===== config.mk =====
export PLATFORM = sky130hd
export DESIGN_NAME = tart_bank_control
export DESIGN_NICKNAME = d
export VERILOG_FILES = /design/src/rtl/tart_bank_control.sv
export SDC_FILE = /design/constraint.sdc
export NUM_CORES = 1
export LEC_CHECK = 0
export ABC_AREA = 1
export BUFFER_PORTS_ARGS = -buffer_cell sky130_fd_sc_hd__buf_2
export CORE_UTILIZATION = 35
export DETAILED_ROUTE_END_ITERATION = 10
export SETUP_SLACK_MARGIN = 0.05
export SYNTH_ARGS = -nofsm -noshare
export SYNTH_HDL_FRONTEND = slang
export SYNTH_SLANG_ARGS = --single-unit
export TNS_END_PERCENT = 20

===== constraint.sdc =====
create_clock -name clk_i -period 1.8 [get_ports clk_i]
set_input_delay 0.18 -clock clk_i [delete_from_list [all_inputs] [get_ports clk_i]]
set_output_delay 0.18 -clock clk_i [all_outputs]
set_load 0.01 [all_outputs]

===== src/rtl/tart_bank_control.sv =====
// Purpose : correlator bank controller; counts samples per block, swaps write bank, tracks unread banks.
// Latency : swap_o pulses PIPE cycles after the block-terminating strobe; flags are registered (1 cycle).
// Backpr. : none on strobe_i; when every bank is unread a swap reuses the current bank and sets overflow_o.
//
// Ports
//   clk_i, rst_ni        correlator clock, asynchronous active-low reset
//   ce_i, strobe_i       count enable and new-sample strobe; a sample counts when both are high
//   bcount_i             block size minus 1, compared live against the running count
//   ack_i                readout of rd_bank_o finished (ignored when nothing is unread)
//   clear_i              clears the sticky overflow flag
//   swap_o               one-cycle bank-swap pulse
//   bank_o, rd_bank_o    bank being written, oldest completed bank
//   level_o              number of completed, unread banks
//   avail_o, full_o      level_o != 0, level_o == BANKS-1
//   overflow_o           sticky: a completed block was lost
module tart_bank_control #(
  parameter int COUNT = 24,
  parameter int ABITS = 2,
  parameter int PIPE  = 4,
  parameter int DELAY = 3
) (
  input  logic             clk_i,
  input  logic             rst_ni,
  input  logic             ce_i,
  input  logic [COUNT-1:0] bcount_i,
  input  logic             strobe_i,
  input  logic             ack_i,
  input  logic             clear_i,
  output logic             swap_o,
  output logic [ABITS-1:0] bank_o,
  output logic [ABITS-1:0] rd_bank_o,
  output logic [ABITS-1:0] level_o,
  output logic             avail_o,
  output logic             full_o,
  output logic             overflow_o
);

  // DELAY is a simulation-only assignment delay kept for drop-in compatibility;
  // this RTL models no delays, so it only takes part in the parameter sanity check.
  if (PIPE < 1 || PIPE > 15 || ABITS < 1 || COUNT < 1 || DELAY < 0) begin : g_param_check
    $error("tart_bank_control: parameter out of range");
  end

  // BANKS-1 is the all-ones value of an ABITS-wide field.
  localparam logic [ABITS-1:0] LVL_MAX = '1;

  // ---------------------------------------------------------------------------
  // Sample counter
  // ---------------------------------------------------------------------------
  logic [COUNT-1:0] count_q;
  logic             hit;
  logic             wrap;

  assign hit  = ce_i & strobe_i;
  // >= rather than == so a bcount_i lowered mid-block still ends the block.
  assign wrap = (count_q >= bcount_i);

  always_ff @(posedge clk_i or negedge rst_ni) begin
    if (!rst_ni) begin
      count_q <= '0;
    end else if (hit) begin
      count_q <= wrap ? '0 : count_q + 1'b1;
    end
  end

  // ---------------------------------------------------------------------------
  // Swap delay line: free-running, so a swap still issues if ce_i drops.
  // Reset flushes it, discarding any pending swap.
  // ---------------------------------------------------------------------------
  logic [PIPE-1:0] pipe_q;

  always_ff @(posedge clk_i or negedge rst_ni) begin
    if (!rst_ni) begin
      pipe_q <= '0;
    end else begin
      pipe_q[0] <= hit & wrap;
      for (int i = 1; i < PIPE; i++) begin
        pipe_q[i] <= pipe_q[i-1];
      end
    end
  end

  assign swap_o = pipe_q[PIPE-1];

  // ---------------------------------------------------------------------------
  // Bank pointers and occupancy
  // ---------------------------------------------------------------------------
  logic             ack_ok;
  logic             ovf_set;
  logic [ABITS-1:0] bank_d;
  logic [ABITS-1:0] rd_d;
  logic [ABITS-1:0] level_d;

  assign ack_ok = ack_i & avail_o;

  always_comb begin
    bank_d  = bank_o;
    rd_d    = rd_bank_o;
    level_d = level_o;
    ovf_set = 1'b0;
    case ({swap_o, ack_ok})
      // A readout frees a bank in the same cycle, so even when full the swap is safe.
      2'b11: begin
        bank_d = bank_o + 1'b1;
        rd_d   = rd_bank_o + 1'b1;
      end
      2'b10: begin
        if (full_o) begin
          // No free bank: keep writing the current one and flag the lost block.
          ovf_set = 1'b1;
        end else begin
          bank_d  = bank_o + 1'b1;
          level_d = level_o + 1'b1;
        end
      end
      2'b01: begin
        rd_d    = rd_bank_o + 1'b1;
        level_d = level_o - 1'b1;
      end
      default: ;
    endcase
  end

  always_ff @(posedge clk_i or negedge rst_ni) begin
    if (!rst_ni) begin
      bank_o     <= '0;
      rd_bank_o  <= '0;
      level_o    <= '0;
      avail_o    <= 1'b0;
      full_o     <= 1'b0;
      overflow_o <= 1'b0;
    end else begin
      bank_o     <= bank_d;
      rd_bank_o  <= rd_d;
      level_o    <= level_d;
      // Flags come from the same next value as level_o so all three agree every cycle.
      avail_o    <= (level_d != '0);
      full_o     <= (level_d == LVL_MAX);
      // Set wins over a simultaneous clear.
      overflow_o <= ovf_set | (overflow_o & ~clear_i);
    end
  end

endmodule

## Yosys cells after proc, flatten, opt, wreduce, memory -nomap -nowiden

Cells that the tools add are included.

| cells by class | value |
|---|---|
| equal/unequal tests | 5 |
| $lt $le $gt $ge | 1 |
| bitwise operators | 6 |
| mux-type cells | 7 |
| reductions and logical operators | 4 |
| $add $sub $neg | 5 |

Operators with widths:

| kind | count |
|---|---|
| 24-bit by 1-bit adder with 24-bit output, second input constant | 1 |
| 24-bit greater-or-equal comparator | 1 |
| 24-bit two-way mux | 1 |
| 2-bit one-hot mux with 2 select lines | 2 |
| 2-bit by 1-bit adder with 2-bit output, second input constant | 3 |
| 2-bit equality test, second input constant | 3 |
| 1-bit AND | 4 |
| 2-bit two-way mux | 2 |
| 2-bit nonzero test | 2 |
| 2-bit by 1-bit equality test with 1-bit output, second input constant | 1 |
| 1-bit two-way mux | 2 |
| 2-bit inequality test, second input constant | 1 |
| 2-bit AND reduction | 1 |
| 2-bit OR reduction | 1 |
| 2-bit by 1-bit subtractor with 2-bit output, second input constant | 1 |
| 1-bit inverter | 1 |
| 1-bit OR | 1 |

| storage, ports and cells | value |
|---|---|
| output and inout bits | 10 |
| flip-flop bits (word level) | 37 |
| bits of input ports | 30 |
| word-level logic and storage cells | 36 |

## Depth between registers and ports, before layout

| logic depth | value |
|---|---|
| depth in word-level cells | 4 |
| mapped depth | 12 |
| gate-level depth less buffers | 11 |

## Least setup slack after synthesis

No wires, ideal clock.

| path | value |
|---|---|
| path type | reg-to-reg |
| start | register count_q[7] |
| end | register count_q[14] |
| library setup time | 0.079 ns |
| cell stages (with the launch flop) | 12 |
| data required time | 1.721 ns |
| data arrival time | 1.498 ns |
| buffers on the path | 1 |
| clock period less this slack | 1.577 ns |
| setup slack | 0.223 ns |
| path through | dfrtp_1 > ha_1 > nand2_1 > inv_1 > nand2_1 > nand2_1 > a21oi_1 > nand2_1 > nand2_1 > nand2_2 > buf_6 > a21oi_1 |

| between the ends | value |
|---|---|
| word-level cells in the longest chain between the ends | 2 |
| elaborated cells between the ends (all ways) | 3 |
| those cells by class | add/sub: 1; order compare: 1; mux: 1 |

Ends and longest elaborated chain:

| item | line | source |
|---|---|---|
| start, declared | 50 | `logic [COUNT-1:0] count_q;` |
| start signal, assigned | 62 | `count_q <= wrap ? '0 : count_q + 1'b1;` |
| 24-bit by 1-bit adder with 24-bit output / 24-bit greater-or-equal comparator (equally long branches) | 62, 56 |  |
| 24-bit two-way mux * | 62 |  |

Every way passes the cells marked *; elsewhere a longest branch is shown, timed or not.
A chain may end at the register's enable or synchronous reset.

## Worst setup path after layout

| path | value |
|---|---|
| start | register count_q[21] |
| end | register count_q[12] |

| between the ends | value |
|---|---|
| word-level cells in the longest chain between the ends | 2 |

Ends and longest elaborated chain:

| item | line | source |
|---|---|---|
| 24-bit greater-or-equal comparator | 56 | `assign wrap = (count_q >= bcount_i);` |
| 24-bit two-way mux | 62 |  |

Every way passes these cells.

==> impl_metrics.prom <==
# TYPE chip_impl_metric gauge
chip_impl_info{name="status",value="finished, final reports clean"} 1
chip_impl_metric{name="layout_min_cycle_time",unit="ns"} 1.795
chip_impl_info{name="most_used_dff_post_synth",value="sky130_fd_sc_hd__dfrtp_1"} 1
chip_impl_metric{name="fill_cells",unit=""} 727
chip_impl_metric{name="peakVddDrop",unit="mV"} 0.5409
chip_impl_metric{name="drt-wirelength-per-cell",unit="um"} 11.29
chip_impl_info{name="worstHoldStart",value="clear_i"} 1
chip_impl_metric{name="final-setup-viol-count",unit=""} 0
chip_impl_metric{name="htree_levels",unit=""} 2
chip_impl_metric{name="top_level_ports",unit=""} 40
chip_impl_metric{name="grt_pass1_wl",unit="mm"} 10.37
chip_impl_info{name="start_kind",value="register"} 1
chip_impl_metric{name="layout-drive-gt1-share",unit=""} 0.2941
chip_impl_metric{name="cts_inserted_buffers",unit=""} 5
chip_impl_info{name="crit_path_start",value="count_q[21]$_DFFE_PN0P_"} 1
chip_impl_metric{name="synthesis.area",unit="um2"} 2705
chip_impl_metric{name="critical_path.max_fanout",unit=""} 7
chip_impl_metric{name="gr-usage-all-layers",unit=""} 0.1590
chip_impl_metric{name="floorplan.rows",unit=""} 31
chip_impl_metric{name="synth.yosys.seq_area_share",unit=""} 0.3423
chip_impl_metric{name="finalMaxSlewViolations",unit=""} 0
chip_impl_metric{name="final_routed_wirelength",unit="mm"} 5.914
chip_impl_metric{name="num_vias",unit=""} 2336
chip_impl_info{name="synthTopCellsByArea",value="sky130_fd_sc_hd__dfrtp_1 (34%), sky130_fd_sc_hd__ha_1 (13%), sky130_fd_sc_hd__nand2_1 (12%)"} 1
chip_impl_metric{name="regArea",unit="um2"} 925.9
chip_impl_metric{name="multiInputGateArea",unit="um2"} 1587
chip_impl_metric{name="syn_nets",unit=""} 410
chip_impl_info{name="rsz0062_at_grt",value="true"} 1
chip_impl_info{name="worst_setup_path_end_kind",value="register"} 1
chip_impl_metric{name="synth.lib_cells_used.distinct",unit=""} 32
chip_impl_metric{name="maxClockFrequency",unit="MHz"} 557.0
chip_impl_metric{name="power",unit="mW"} 3.275
chip_impl_metric{name="maxCapViolCount",unit=""} 0
chip_impl_metric{name="number_of_flops_mapped_to_enable_cells_by_yosys",unit=""} 0
chip_impl_metric{name="synthToLayoutAreaGrowth",unit="%"} 27.61
chip_impl_metric{name="required",unit="ns"} 1.96
chip_impl_metric{name="nNetsFinal",unit=""} 482
chip_impl_metric{name="power.leakage",unit="nW"} 1.828
chip_impl_metric{name="place_hpwl",unit="mm"} 4.505
chip_impl_metric{name="transition_time_at_the_pin_with_the_least_slew_margin",unit="ns"} 0.5424
chip_impl_metric{name="remaining_global_route_overflow",unit=""} 0
chip_impl_metric{name="ys_seq_elements",unit=""} 37
chip_impl_metric{name="cellPowerDensity",unit="nW/um2"} 948.8
chip_impl_metric{name="syn_area_per_cell",unit="um2"} 7.685
chip_impl_metric{name="post-place-ws",unit="ns"} -0.08909
chip_impl_info{name="hold_class",value="input port to register"} 1
chip_impl_metric{name="gate_count_after_technology_mapping",unit=""} 352
chip_impl_metric{name="clkTransAtPathRegs",unit="ns"} 0.08
chip_impl_info{name="timing.setup.critical_path_class",value="register to register"} 1
chip_impl_metric{name="first_global_vias",unit=""} 2335
chip_impl_metric{name="grt_antenna_before_repair",unit=""} 0
chip_impl_metric{name="placed_cell_area",unit="um2"} 3194
chip_impl_metric{name="detail_route.first_pass.iterations",unit=""} 4
chip_impl_info{name="regToRegStartpoint",value="count_q[21]$_DFFE_PN0P_"} 1
chip_impl_metric{name="ys.warnings.count",unit=""} 0
chip_impl_metric{name="final_core_utilization",unit=""} 0.4684
chip_impl_metric{name="die_height",unit="um"} 89.92
chip_impl_metric{name="grt_max_degree",unit=""} 38
chip_impl_metric{name="netlist.area_leader.share",unit=""} 0.3423
chip_impl_metric{name="clock_insertion_delay_worst_skew",unit="ns"} 0.29
chip_impl_info{name="yosysTopAreaCell",value="sky130_fd_sc_hd__dfrtp_1"} 1
chip_impl_metric{name="arrival",unit="ns"} 1.95
chip_impl_metric{name="antenna_left",unit=""} 0
chip_impl_metric{name="die_footprint",unit="um2"} 8085
chip_impl_metric{name="hold_violation_count_in_the_final_report",unit=""} 0
chip_impl_metric{name="post_drt_via_cell_ratio",unit=""} 4.458
chip_impl_metric{name="detail_route.iter0.violations",unit=""} 62
chip_impl_metric{name="placement.io_buffers",unit=""} 39
chip_impl_metric{name="design.core.area",unit="um2"} 7370
chip_impl_metric{name="gp_congestion",unit=""} 0.8392
chip_impl_info{name="clk_root_buffer_cell",value="sky130_fd_sc_hd__clkbuf_8"} 1
chip_impl_metric{name="setup_total_negative_slack",unit="ns"} 0
chip_impl_metric{name="fin_worst_skew",unit="ns"} 0.004567
chip_impl_metric{name="clock_sink_count",unit=""} 37
chip_impl_metric{name="final_design_area_no_fill",unit="um2"} 3452
chip_impl_metric{name="synthArstFlopShare",unit=""} 1.000
chip_impl_info{name="tritoncts_clock_tree",value="yes"} 1
chip_impl_metric{name="die_width",unit="um"} 89.92
chip_impl_metric{name="starting_density_of_the_core",unit=""} 0.3671
chip_impl_metric{name="ctsLongestPathBuffers",unit=""} 2
chip_impl_metric{name="drc",unit=""} 0
chip_impl_metric{name="final_critical_path_setup_slack",unit="ns"} 0.004802
chip_impl_metric{name="min_period_over_period",unit=""} 0.9973
chip_impl_metric{name="slew_headroom",unit=""} 0.6380
chip_impl_metric{name="antennaDiodeCount",unit=""} 0
cells by family after synthesis:
logic type      share of synthesized area
compound gates                     0.1022
xor+xnor                          0.04533
flops                              0.3423
buf+inv                            0.1055
simple gates                       0.2752
fa+ha+maj                          0.1295
per-layer routing:
| metal | routed length (um) | vias to the layer above | global-route usage |
|---|---|---|---|
| li1 | - | 1248 | - |
| met1 | 2976 | 1035 | 0.2108 |
| met2 | 2664 | 46 | 0.2596 |
| met3 | 193 | 7 | 0.03130 |
| met4 | 80 | 0 | 0.05242 |
| met5 | 0 | - | 0 |
placed cells by master, fill, tap and decap left out, types with 2 or more instances in the layout:
cell type / synthesis / routed
sky130_fd_sc_hd__a21oi_1: 26 / 16
sky130_fd_sc_hd__nand4_1: 5 / 5
sky130_fd_sc_hd__nor3_2: 3 / 3
sky130_fd_sc_hd__a21oi_2: 6 / 15
sky130_fd_sc_hd__nand3_1: 12 / 12
sky130_fd_sc_hd__nor2_4: 7 / 8
sky130_fd_sc_hd__clkbuf_8: 0 / 7
sky130_fd_sc_hd__nor3_1: 2 / 2
sky130_fd_sc_hd__inv_2: 2 / 3
sky130_fd_sc_hd__ha_4: 0 / 2
sky130_fd_sc_hd__xor2_1: 10 / 10
sky130_fd_sc_hd__nand2_2: 5 / 6
sky130_fd_sc_hd__nand3_2: 3 / 3
sky130_fd_sc_hd__nand2_4: 1 / 2
sky130_fd_sc_hd__xnor2_1: 4 / 4
sky130_fd_sc_hd__buf_2: 0 / 39
sky130_fd_sc_hd__nor2_2: 3 / 5
sky130_fd_sc_hd__dfrtp_1: 37 / 37
sky130_fd_sc_hd__nor2_1: 26 / 23
sky130_fd_sc_hd__inv_1: 66 / 65
sky130_fd_sc_hd__o22ai_1: 2 / 2
sky130_fd_sc_hd__o21ai_0: 6 / 6
sky130_fd_sc_hd__nand2_1: 84 / 82
sky130_fd_sc_hd__buf_4: 0 / 26
sky130_fd_sc_hd__ha_1: 28 / 26
sky130_fd_sc_hd__o21a_1: 2 / 2
sky130_fd_sc_hd__a21o_1: 2 / 2
flip-flops by register name (all words and copies together) (netlist names):
signal,flops
overflow_o,1
pipe_q,4
avail_o,1
full_o,1
count_q,24
bank_o,2
rd_bank_o,2
level_o,2
final cells by class:
class / count / share of cell area
clock inverter: 1 / 0.001450
timing repair buffer: 69 / 0.1330
inverter: 68 / 0.07394
multi-input combinational: 243 / 0.4596
clock buffer: 7 / 0.02791
tap: 99 / 0.03588
sequential: 37 / 0.2682
power breakdown:
group          switching, mW  internal, mW  leakage, nW
Combinational          0.785         0.648         1.28
Clock                  0.306         0.346       0.0542
Sequential             0.156          1.03        0.490
worst paths after layout:
kind	slack [ns]	cells past startpoint	end
worst min-delay path	0.07	2	overflow_o$_DFF_PN0_
worst min register to register	0.35	0	pipe_q[3]$_DFF_PN0_
worst max-delay path	0.005	9	count_q[12]$_DFFE_PN0P_
worst max register to register	0.005	9	count_q[12]$_DFFE_PN0P_
min in group asynchronous	0.46	3	rd_bank_o[0]$_DFFE_PN0P_
max in group asynchronous	1.00	3	count_q[18]$_DFFE_PN0P_
worst max-delay path: stages, from the launching register on:
cell and delay, ns:
sky130_fd_sc_hd__dfrtp_1 0.41, sky130_fd_sc_hd__ha_4 0.28, sky130_fd_sc_hd__nand2_1 0.06, sky130_fd_sc_hd__nor2_2 0.16, sky130_fd_sc_hd__nand4_1 0.16, sky130_fd_sc_hd__nor2_1 0.12, sky130_fd_sc_hd__nand2_1 0.11, sky130_fd_sc_hd__nand2_4 0.16
sky130_fd_sc_hd__buf_12 0.14, sky130_fd_sc_hd__a21oi_1 0.06
metrics by stage:
step                      hold WS, ns  std cells
final                         0.07043        524
after global routing          0.06655        524
after CTS                     0.06792        524
after detailed placement       0.2697        511
after global placement         0.2576        511
after floorplan               -0.1156        352
synthesized netlist by cell type (5+ instances only):
| library cell | count |
|---|---|
| sky130_fd_sc_hd__a21oi_1 | 26 |
| sky130_fd_sc_hd__a21oi_2 | 6 |
| sky130_fd_sc_hd__dfrtp_1 | 37 |
| sky130_fd_sc_hd__ha_1 | 28 |
| sky130_fd_sc_hd__inv_1 | 66 |
| sky130_fd_sc_hd__nand2_1 | 84 |
| sky130_fd_sc_hd__nand2_2 | 5 |
| sky130_fd_sc_hd__nand3_1 | 12 |
| sky130_fd_sc_hd__nand4_1 | 5 |
| sky130_fd_sc_hd__nor2_1 | 26 |
| sky130_fd_sc_hd__nor2_4 | 7 |
| sky130_fd_sc_hd__o21ai_0 | 6 |
| sky130_fd_sc_hd__xor2_1 | 10 |
timing repair:
item | in CTS | in global routing
hold endpoints to repair | 37 | 0
cloned | 1 | 0
endpoints found under the setup margin | 22 | 24
buffers inserted | 3 | 0
pin swaps | 14 | 9
resized for setup | 14 | 9
hold buffers | 1 | 0
Power figures use the tool's default switching activity.
